==> src/rtl/fifo_writectrl_if.sv <==
// Handshake bundle between the upstream flit source / read controller and the
// dual-FIFO write controller, plus debug visibility of the FSM and occupancy.
interface fifo_writectrl_if #(
  parameter int DEPTH = 8,
  parameter int CW    = $clog2(DEPTH + 1)
);
  // Valid/ready: a flit transfers on a cycle where flit_valid & ready are both
  // high; a stalled flit (ready low) must be held stable until accepted.
  logic          flit_valid;
  logic [2:0]    head;
  logic          regularFIFO_read;
  logic          priorityFIFO_read;
  logic          ready;
  logic          regularFIFO_write;
  logic          priorityFIFO_write;
  logic          regularFIFO_empty;
  logic          priorityFIFO_empty;
  logic          regularFIFO_full;
  logic          priorityFIFO_full;
  logic          proto_err;
  logic [1:0]    state_dbg;
  logic [CW-1:0] regular_cnt;
  logic [CW-1:0] priority_cnt;

  modport master (
    output flit_valid, head, regularFIFO_read, priorityFIFO_read,
    input  ready, regularFIFO_write, priorityFIFO_write,
           regularFIFO_empty, priorityFIFO_empty,
           regularFIFO_full, priorityFIFO_full,
           proto_err, state_dbg, regular_cnt, priority_cnt
  );

  modport slave (
    input  flit_valid, head, regularFIFO_read, priorityFIFO_read,
    output ready, regularFIFO_write, priorityFIFO_write,
           regularFIFO_empty, priorityFIFO_empty,
           regularFIFO_full, priorityFIFO_full,
           proto_err, state_dbg, regular_cnt, priority_cnt
  );
endinterface

==> src/rtl/fifo_writectrl.sv <==
// Write-side controller for a dual-FIFO input port: steers each packet into the
// regular or priority FIFO by head code and tracks occupancy of both FIFOs.
module fifo_writectrl #(
  parameter int DEPTH = 8
) (
  input logic             clk,
  input logic             rst,
  fifo_writectrl_if.slave bus
);
  localparam int CW = $clog2(DEPTH + 1);

  localparam logic [1:0] IDLE    = 2'd0;
  localparam logic [1:0] REG_PKT = 2'd1;
  localparam logic [1:0] PRI_PKT = 2'd2;

  localparam logic [2:0] H_REG_HEAD   = 3'b100;
  localparam logic [2:0] H_PRI_HEAD   = 3'b110;
  localparam logic [2:0] H_REG_SINGLE = 3'b101;
  localparam logic [2:0] H_PRI_SINGLE = 3'b111;
  localparam logic [2:0] H_BODY       = 3'b010;
  localparam logic [2:0] H_TAIL       = 3'b001;

  logic [1:0]    state, state_next;
  logic [CW-1:0] reg_cnt, pri_cnt;
  logic          drop, tgt_pri;
  logic          reg_full, pri_full, tgt_full;
  logic          accept, reg_wr, pri_wr;
  logic          reg_rd_eff, pri_rd_eff;
  logic          proto_err_q;

  // Decode: which FIFO the flit targets, whether it is dropped, and next state.
  always_comb begin
    drop       = 1'b1;
    tgt_pri    = 1'b0;
    state_next = state;
    case (state)
      IDLE: begin
        case (bus.head)
          H_REG_HEAD:   begin drop = 1'b0; tgt_pri = 1'b0; state_next = REG_PKT; end
          H_PRI_HEAD:   begin drop = 1'b0; tgt_pri = 1'b1; state_next = PRI_PKT; end
          H_REG_SINGLE: begin drop = 1'b0; tgt_pri = 1'b0; end
          H_PRI_SINGLE: begin drop = 1'b0; tgt_pri = 1'b1; end
          default:      drop = 1'b1;
        endcase
      end
      REG_PKT, PRI_PKT: begin
        tgt_pri = (state == PRI_PKT);
        case (bus.head)
          H_BODY:  drop = 1'b0;
          H_TAIL:  begin drop = 1'b0; state_next = IDLE; end
          default: drop = 1'b1;
        endcase
      end
      default: begin
        drop       = 1'b1;
        state_next = IDLE;
      end
    endcase
  end

  assign reg_full = (reg_cnt == CW'(DEPTH));
  assign pri_full = (pri_cnt == CW'(DEPTH));
  assign tgt_full = tgt_pri ? pri_full : reg_full;

  // Dropped flits are always consumed; writable flits wait for room.
  assign bus.ready = drop | ~tgt_full;
  assign accept    = bus.flit_valid & bus.ready;
  assign reg_wr    = accept & ~drop & ~tgt_pri;
  assign pri_wr    = accept & ~drop & tgt_pri;

  assign reg_rd_eff = bus.regularFIFO_read  & (reg_cnt != '0);
  assign pri_rd_eff = bus.priorityFIFO_read & (pri_cnt != '0);

  always_ff @(posedge clk or posedge rst) begin
    if (rst) begin
      state       <= IDLE;
      reg_cnt     <= '0;
      pri_cnt     <= '0;
      proto_err_q <= 1'b0;
    end else begin
      if (accept) state <= state_next;
      reg_cnt     <= reg_cnt + CW'(reg_wr) - CW'(reg_rd_eff);
      pri_cnt     <= pri_cnt + CW'(pri_wr) - CW'(pri_rd_eff);
      proto_err_q <= accept & drop;
    end
  end

  assign bus.regularFIFO_write  = reg_wr;
  assign bus.priorityFIFO_write = pri_wr;
  assign bus.regularFIFO_empty  = (reg_cnt == '0);
  assign bus.priorityFIFO_empty = (pri_cnt == '0);
  assign bus.regularFIFO_full   = reg_full;
  assign bus.priorityFIFO_full  = pri_full;
  assign bus.proto_err          = proto_err_q;
  assign bus.state_dbg          = state;
  assign bus.regular_cnt        = reg_cnt;
  assign bus.priority_cnt       = pri_cnt;
endmodule
==> src/flat_wrapper.sv <==
// flat-port wrapper written by rule: the top's interface ports become plain ports
module fifo_writectrl_flat 
#(
  parameter int DEPTH = 8
)
  (clk, rst, bus_flit_valid, bus_head, bus_regularFIFO_read, bus_priorityFIFO_read, bus_ready, bus_regularFIFO_write, bus_priorityFIFO_write, bus_regularFIFO_empty, bus_priorityFIFO_empty, bus_regularFIFO_full, bus_priorityFIFO_full, bus_proto_err, bus_state_dbg, bus_regular_cnt, bus_priority_cnt);
  fifo_writectrl_if #(.DEPTH(DEPTH)) bus_i ();
  input logic clk;
  input logic rst;
  input wire logic [$bits(bus_i.flit_valid)-1:0] bus_flit_valid;
  input wire logic [$bits(bus_i.head)-1:0] bus_head;
  input wire logic [$bits(bus_i.regularFIFO_read)-1:0] bus_regularFIFO_read;
  input wire logic [$bits(bus_i.priorityFIFO_read)-1:0] bus_priorityFIFO_read;
  output wire logic [$bits(bus_i.ready)-1:0] bus_ready;
  output wire logic [$bits(bus_i.regularFIFO_write)-1:0] bus_regularFIFO_write;
  output wire logic [$bits(bus_i.priorityFIFO_write)-1:0] bus_priorityFIFO_write;
  output wire logic [$bits(bus_i.regularFIFO_empty)-1:0] bus_regularFIFO_empty;
  output wire logic [$bits(bus_i.priorityFIFO_empty)-1:0] bus_priorityFIFO_empty;
  output wire logic [$bits(bus_i.regularFIFO_full)-1:0] bus_regularFIFO_full;
  output wire logic [$bits(bus_i.priorityFIFO_full)-1:0] bus_priorityFIFO_full;
  output wire logic [$bits(bus_i.proto_err)-1:0] bus_proto_err;
  output wire logic [$bits(bus_i.state_dbg)-1:0] bus_state_dbg;
  output wire logic [$bits(bus_i.regular_cnt)-1:0] bus_regular_cnt;
  output wire logic [$bits(bus_i.priority_cnt)-1:0] bus_priority_cnt;
  assign bus_i.flit_valid = bus_flit_valid;
  assign bus_i.head = bus_head;
  assign bus_i.regularFIFO_read = bus_regularFIFO_read;
  assign bus_i.priorityFIFO_read = bus_priorityFIFO_read;
  assign bus_ready = bus_i.ready;
  assign bus_regularFIFO_write = bus_i.regularFIFO_write;
  assign bus_priorityFIFO_write = bus_i.priorityFIFO_write;
  assign bus_regularFIFO_empty = bus_i.regularFIFO_empty;
  assign bus_priorityFIFO_empty = bus_i.priorityFIFO_empty;
  assign bus_regularFIFO_full = bus_i.regularFIFO_full;
  assign bus_priorityFIFO_full = bus_i.priorityFIFO_full;
  assign bus_proto_err = bus_i.proto_err;
  assign bus_state_dbg = bus_i.state_dbg;
  assign bus_regular_cnt = bus_i.regular_cnt;
  assign bus_priority_cnt = bus_i.priority_cnt;
  fifo_writectrl #(.DEPTH(DEPTH)) u_core (.clk(clk), .rst(rst), .bus(bus_i));
endmodule
==> config.mk <==
export PLATFORM = sky130hd
export DESIGN_NAME = fifo_writectrl_flat
export DESIGN_NICKNAME = d
export VERILOG_FILES = /design/src/rtl/fifo_writectrl_if.sv /design/src/rtl/fifo_writectrl.sv /design/src/flat_wrapper.sv
export SDC_FILE = /design/constraint.sdc
export NUM_CORES = 1
export LEC_CHECK = 0
export BUFFER_PORTS_ARGS = -buffer_cell sky130_fd_sc_hd__buf_2
export CELL_PAD_IN_SITES_DETAIL_PLACEMENT = 1
export CELL_PAD_IN_SITES_GLOBAL_PLACEMENT = 1
export CORE_MARGIN = 3
export CORE_UTILIZATION = 30
export CTS_BUF_LIST = sky130_fd_sc_hd__clkbuf_8
export CTS_CLUSTER_SIZE = 16
export DETAILED_ROUTE_END_ITERATION = 12
export GPL_ROUTABILITY_DRIVEN = 0
export MAX_ROUTING_LAYER = met4
export PLACE_DENSITY = 0.62
export SLEW_MARGIN = 10
export SYNTH_ARGS = -nofsm -noshare
export SYNTH_HDL_FRONTEND = slang
export SYNTH_SLANG_ARGS = --single-unit
==> constraint.sdc <==
create_clock -name clk -period 7.4 [get_ports clk]
set_input_delay 0.74 -clock clk [delete_from_list [all_inputs] [get_ports clk]]
set_output_delay 0.74 -clock clk [all_outputs]
set_load 0.01 [all_outputs]
Word level (Yosys, flattened, before mapping)
Index checks and enable logic that the tools add are counted.
- flip-flop bits (word level): 11
- input bits: 8
- output and inout port bits: 18
- logic and storage cells: 50
- add/sub/neg operators: 4
- eq/ne operators: 12
- mux-type cells: 9
- bitwise logic cells: 11
- reductions and logical operators: 10
- operators by type and width (cell ; number):
    3-bit == test (second input constant) ; 4
    4-bit by 1-bit adder with 4-bit output ; 2
    4-bit == test (second input constant) ; 2
    4-bit zero test ; 2
    2-bit one-hot mux with 2 select lines ; 2
    4-bit nonzero test ; 2
    4-bit by 1-bit subtractor with 4-bit output ; 2
    1-bit AND ; 7
    2-bit OR reduction ; 3
    1-bit two-way mux ; 4
    1-bit one-hot mux with 2 select lines ; 2
    4-bit OR reduction ; 1
    3-bit by 1-bit == test with 1-bit output (second input constant) ; 1
    3-bit by 2-bit == test with 1-bit output (second input constant) ; 1
    3-bit inequality test (second input constant) ; 1
    1-bit inverter ; 3
    3-bit AND reduction ; 1
    2-bit by 1-bit == test with 1-bit output (second input constant) ; 1
    2-bit == test (second input constant) ; 1
    2-bit zero test ; 1
    2-bit two-way mux ; 1
    2-bit by 1-bit inequality test with 1-bit output (second input constant) ; 1
    1-bit bitwise OR ; 1

Depth between registers and ports, before layout
- word-level depth: 12
- depth in mapped cells: 11

Least setup slack after synthesis
No wires, ideal clock.
- path type: input port to flip-flop
- start point: in bus_head[0]
- end point: reg u_core.reg_cnt[2] (netlist: u_core.bus.regular_cnt[2])
- library setup time: 0.123 ns
- arrival: 2.686 ns
- data required time: 7.277 ns
- path slack: 4.591 ns
- stages on the path: 10
- buffers on the path: 0
- cells stage by stage: xor2_1 -> nand2_1 -> a221oi_4 -> nand2_1 -> or3_1 -> ha_1 -> inv_1 -> ha_1 -> fa_1 -> xor2_1
- longest elaborated chain between the ends: 12
- elaborated cells between the ends (all ways): 24
- classes of those cells: add/sub: 2; eq/ne: 6; mux: 6; bitwise: 7; reduce/logical: 3
- RTL lines (element ; RTL line ; text):
    start: declaration ; flat_wrapper.sv:11 ; input wire logic [$bits(bus_i.head)-1:0] bus_head;
    3-bit == test ; fifo_writectrl.sv:38 ; case (bus.head)
    2-bit OR reduction (no line) ; - ;
    1-bit two-way mux ; fifo_writectrl.sv:38 ;
    1-bit one-hot mux with 2 select lines ; fifo_writectrl.sv:36 ; case (state)
    1-bit two-way mux ; fifo_writectrl.sv:63 ; assign tgt_full = tgt_pri ? pri_full : reg_full;
    1-bit inverter ; fifo_writectrl.sv:66 ; assign bus.ready = drop | ~tgt_full;
    1-bit bitwise OR ; fifo_writectrl.sv:66 ;
    1-bit AND ; fifo_writectrl.sv:67 ; assign accept = bus.flit_valid & bus.ready;
    1-bit AND ; fifo_writectrl.sv:68 ; assign reg_wr = accept & ~drop & ~tgt_pri;
    1-bit AND * ; fifo_writectrl.sv:68 ;
    4-bit by 1-bit adder with 4-bit output * ; fifo_writectrl.sv:82 ; reg_cnt <= reg_cnt + CW'(reg_wr) - CW'(reg_rd_eff);
    4-bit by 1-bit subtractor with 4-bit output * ; fifo_writectrl.sv:82 ;
    end signal: assignment ; fifo_writectrl.sv:82 ;
    end: declaration ; fifo_writectrl.sv:24 ; logic [CW-1:0] reg_cnt, pri_cnt;
Mark *: on every way between the ends. The rest lies on a longest branch, timed or not.
A chain may end at the register's enable or synchronous reset.

Worst setup path in the final report
- start point: in bus_head[1]
- end point: reg u_core.reg_cnt[2] (netlist: u_core.bus.regular_cnt[2])
Same word-level chain as after synthesis.

==> reports/qor.yml <==
grt:
  grt_max_degree: 12
  antenna_found_initial: 0
  grt_pass1_wl_um: 3270
  grt_use_total_pct: 12.75
  grt_pass1_vias: 725
  grt.overflow.total: 0
timing:
  rsz0062_at_grt: "false"
  slew_viol_final: 0
  fin_skew_ns: 0.003223
  maxSlewHeadroom_pct: 70.73
  fmax_mhz: 351.4
  min_period_over_period_pct: 38.46
  hold_viol: 0
  period_needed_ns: 2.846
  final.setup.tns_ns: 0
  setup_viol: 0
  tightest_slew_ns: 0.4386
synth:
  seq_area_frac_synth_pct: 33.54
  syn-num-nets: 108
  syn_area_per_cell_um2: 9.771
  yosys.area.top_type: "dfrtp_1"
  syn_area_um2: 820.8
  netlist-cell-type-count: 22
  ys_seq_elements: 11
  syn_inst: 84
  synthTopCellsByArea: "dfrtp_1, ha_1, inv_1"
  ys_warn_count: 0
  yosysTopAreaCellShare_pct: 33.54
clocking:
  clock_latency_ns: 0.23
  cts_tree: "done"
  cts_sinks: 11
  ctsRootBufferMaster: "clkbuf_8"
  cts_hold_buf: 0
  cts_inserted_buffers: 3
  cts.path.max_buffers: 2
  cts_setup_buffers: 0
  htree_levels: 1
  clk_pin_slew_ns: 0.05
  cts_resized: 0
finish:
  multi_input_area_um2: 474.2
  area_growth_pct: 25.31
  fin_nets: 138
  diodes: 0
  drive_gt1_share_pct: 25.66
  area.sequential_um2: 275.3
  fillers: 324
worst_setup_path:
  critical_path_arrival_ns: 2.97
  cp-start-kind: "input port"
  cp_data_required_time_ns: 7.52
  crit_fanout: 5
  r2r-end: "u_core.bus.regular_cnt[2]"
  r2r_cells: 10
  cp-end-kind: "register"
  r2r_slack_ns: 4.67
  reg2reg_from: "u_core.bus.state_dbg[0]"
  crit_type: "in2reg"
drt:
  routedWlPerCell_um: 12.36
  drc: 0
  routed_via_density: 4.594
  drt-total-wl_um: 1767
  drt_pass1_iterations: 4
  ant_nets: 0
  drt_iter0_markers: 17
  vias: 657
placement:
  port_buffers: 25
  dp_hpwl_um: 1516
die:
  die_w_um: 58.31
  ios: 26
  fp.coreArea_mm2: 0.002545
  die_h_um: 58.31
  rows: 18
  start_util_pct: 32.25
  die-area_mm2: 0.003399
power_and_ir_drop:
  p_leak_nw: 0.5960
  power.density_mw_per_mm2: 462.0
  ir_worst_vdd_mv: 0.1938
  finalPower_w: 0.0004752
worst_hold_path:
  worstHoldPathType: "in2async"
flow_run:
  cap_violations: 0
status:
  run_status: "completed"
[critical path, stage by stage]
cell,delay (ns)
buf_2,0.12
xor2_1,0.16
nand2_1,0.11
a221oi_4,0.33
nand2_1,0.11
or3_1,0.32
ha_1,0.28
inv_1,0.04
ha_1,0.20
fa_1,0.38
xor2_1,0.17
[synth_stat cells]
library cell,count
nor2_1,2
a221oi_4,1
mux2i_1,3
xnor2_1,1
or3b_1,1
nand4_1,1
nand4b_1,1
inv_1,19
a21oi_1,4
dfrtp_1,11
fa_1,2
xor2_1,4
ha_1,14
a21o_1,2
nor2b_1,3
o21ai_0,2
or3_1,1
nand2_1,6
and2_1,2
o22ai_1,1
nor3_1,2
nand2b_1,1
[layout make-up]
class,instances,area share [%]
Tap cell,30,3.650
Inverter,19,6.934
Timing Repair Buffer,25,12.17
Clock buffer,3,4.015
Sequential cell,11,26.76
Clock inverter,1,0.3650
Multi-Input combinational cell,54,46.11
[sequential cells by signal, indices dropped and copies added, names as in the netlist]
name,flops
u_core.bus.proto_err,1
u_core.bus.state_dbg,2
u_core.bus.regular_cnt,4
u_core.bus.priority_cnt,4
[cells in the final DEF (no fill, tap or decap), drive strengths merged]
master / n
nand4b: 1
a221oi: 1
a21oi: 4
ha: 14
fa: 2
nand2b: 1
clkbuf: 3
a21o: 2
nand2: 6
nand4: 1
mux2i: 3
inv: 20
xor2: 4
or3b: 1
o22ai: 1
o21ai: 2
buf: 25
and2: 2
dfrtp: 11
nor2b: 3
nor2: 2
nor3: 2
xnor2: 1
or3: 1
[kinds of logic after synthesis]
group	after synthesis	share of synthesized area, %
and+or+nand+nor	20	13.11
buffers and inverters	19	8.689
adders and majority gates	16	26.22
DFF	11	33.54
AOI/OAI and AO/OA	10	9.452
xor gates and xnor gates	5	5.335
muxes	3	3.659
[per-stage QoR]
| stage | area, µm² | hold slack [ns] | setup slack (ns) | cells | utilization, % |
|---|---|---|---|---|---|
| floorplan | 820.8 | 0.5653 | 4.591 | 84 | - |
| global placement | 983.4 | 0.5255 | 4.374 | 139 | 38.64 |
| detailed placement | 983.4 | 0.5270 | 4.336 | 139 | 38.64 |
| CTS | 1028 | 0.5090 | 4.573 | 143 | 40.41 |
| global route | 1028 | 0.5328 | 4.409 | 143 | 40.41 |
| finish | 1028 | 0.4935 | 4.554 | 143 | 40.41 |
[worst max-delay path by stage]
stage	from	end	slack (ns)	cells after the start
finish	bus_head[1]	u_core.bus.regular_cnt[2]	4.55	11
global route	bus_head[1]	u_core.bus.regular_cnt[2]	4.41	11
CTS	bus_head[1]	u_core.bus.regular_cnt[2]	4.57	11
detailed placement	bus_head[1]	u_core.bus.regular_cnt[2]	4.34	11
global placement	bus_head[1]	u_core.bus.regular_cnt[2]	4.37	11
floorplan	bus_head[0]	u_core.bus.regular_cnt[2]	4.59	10
[routing by layer]
metal / global-route usage (%) / share of wire [%] / vias up
met1: 15.98 / 45 / 312
li1: - / - / 328
met3: 2.193 / 5.5 / 2
met5: - / 0 / -
met4: 3.974 / 0.28 / 0
met2: 20.89 / 49 / 15
[power breakdown]
group,switching [W],internal [W],leakage (nW),total (W)
combinational,0.000163,0.000131,0.437,0.000294
sequential,0.0000255,0.0000962,0.132,0.000122
clock,0.0000225,0.0000364,0.0269,0.0000589
total,0.000211,0.000264,0.596,0.000475
No activity file was read; power rests on OpenSTA's default activity.
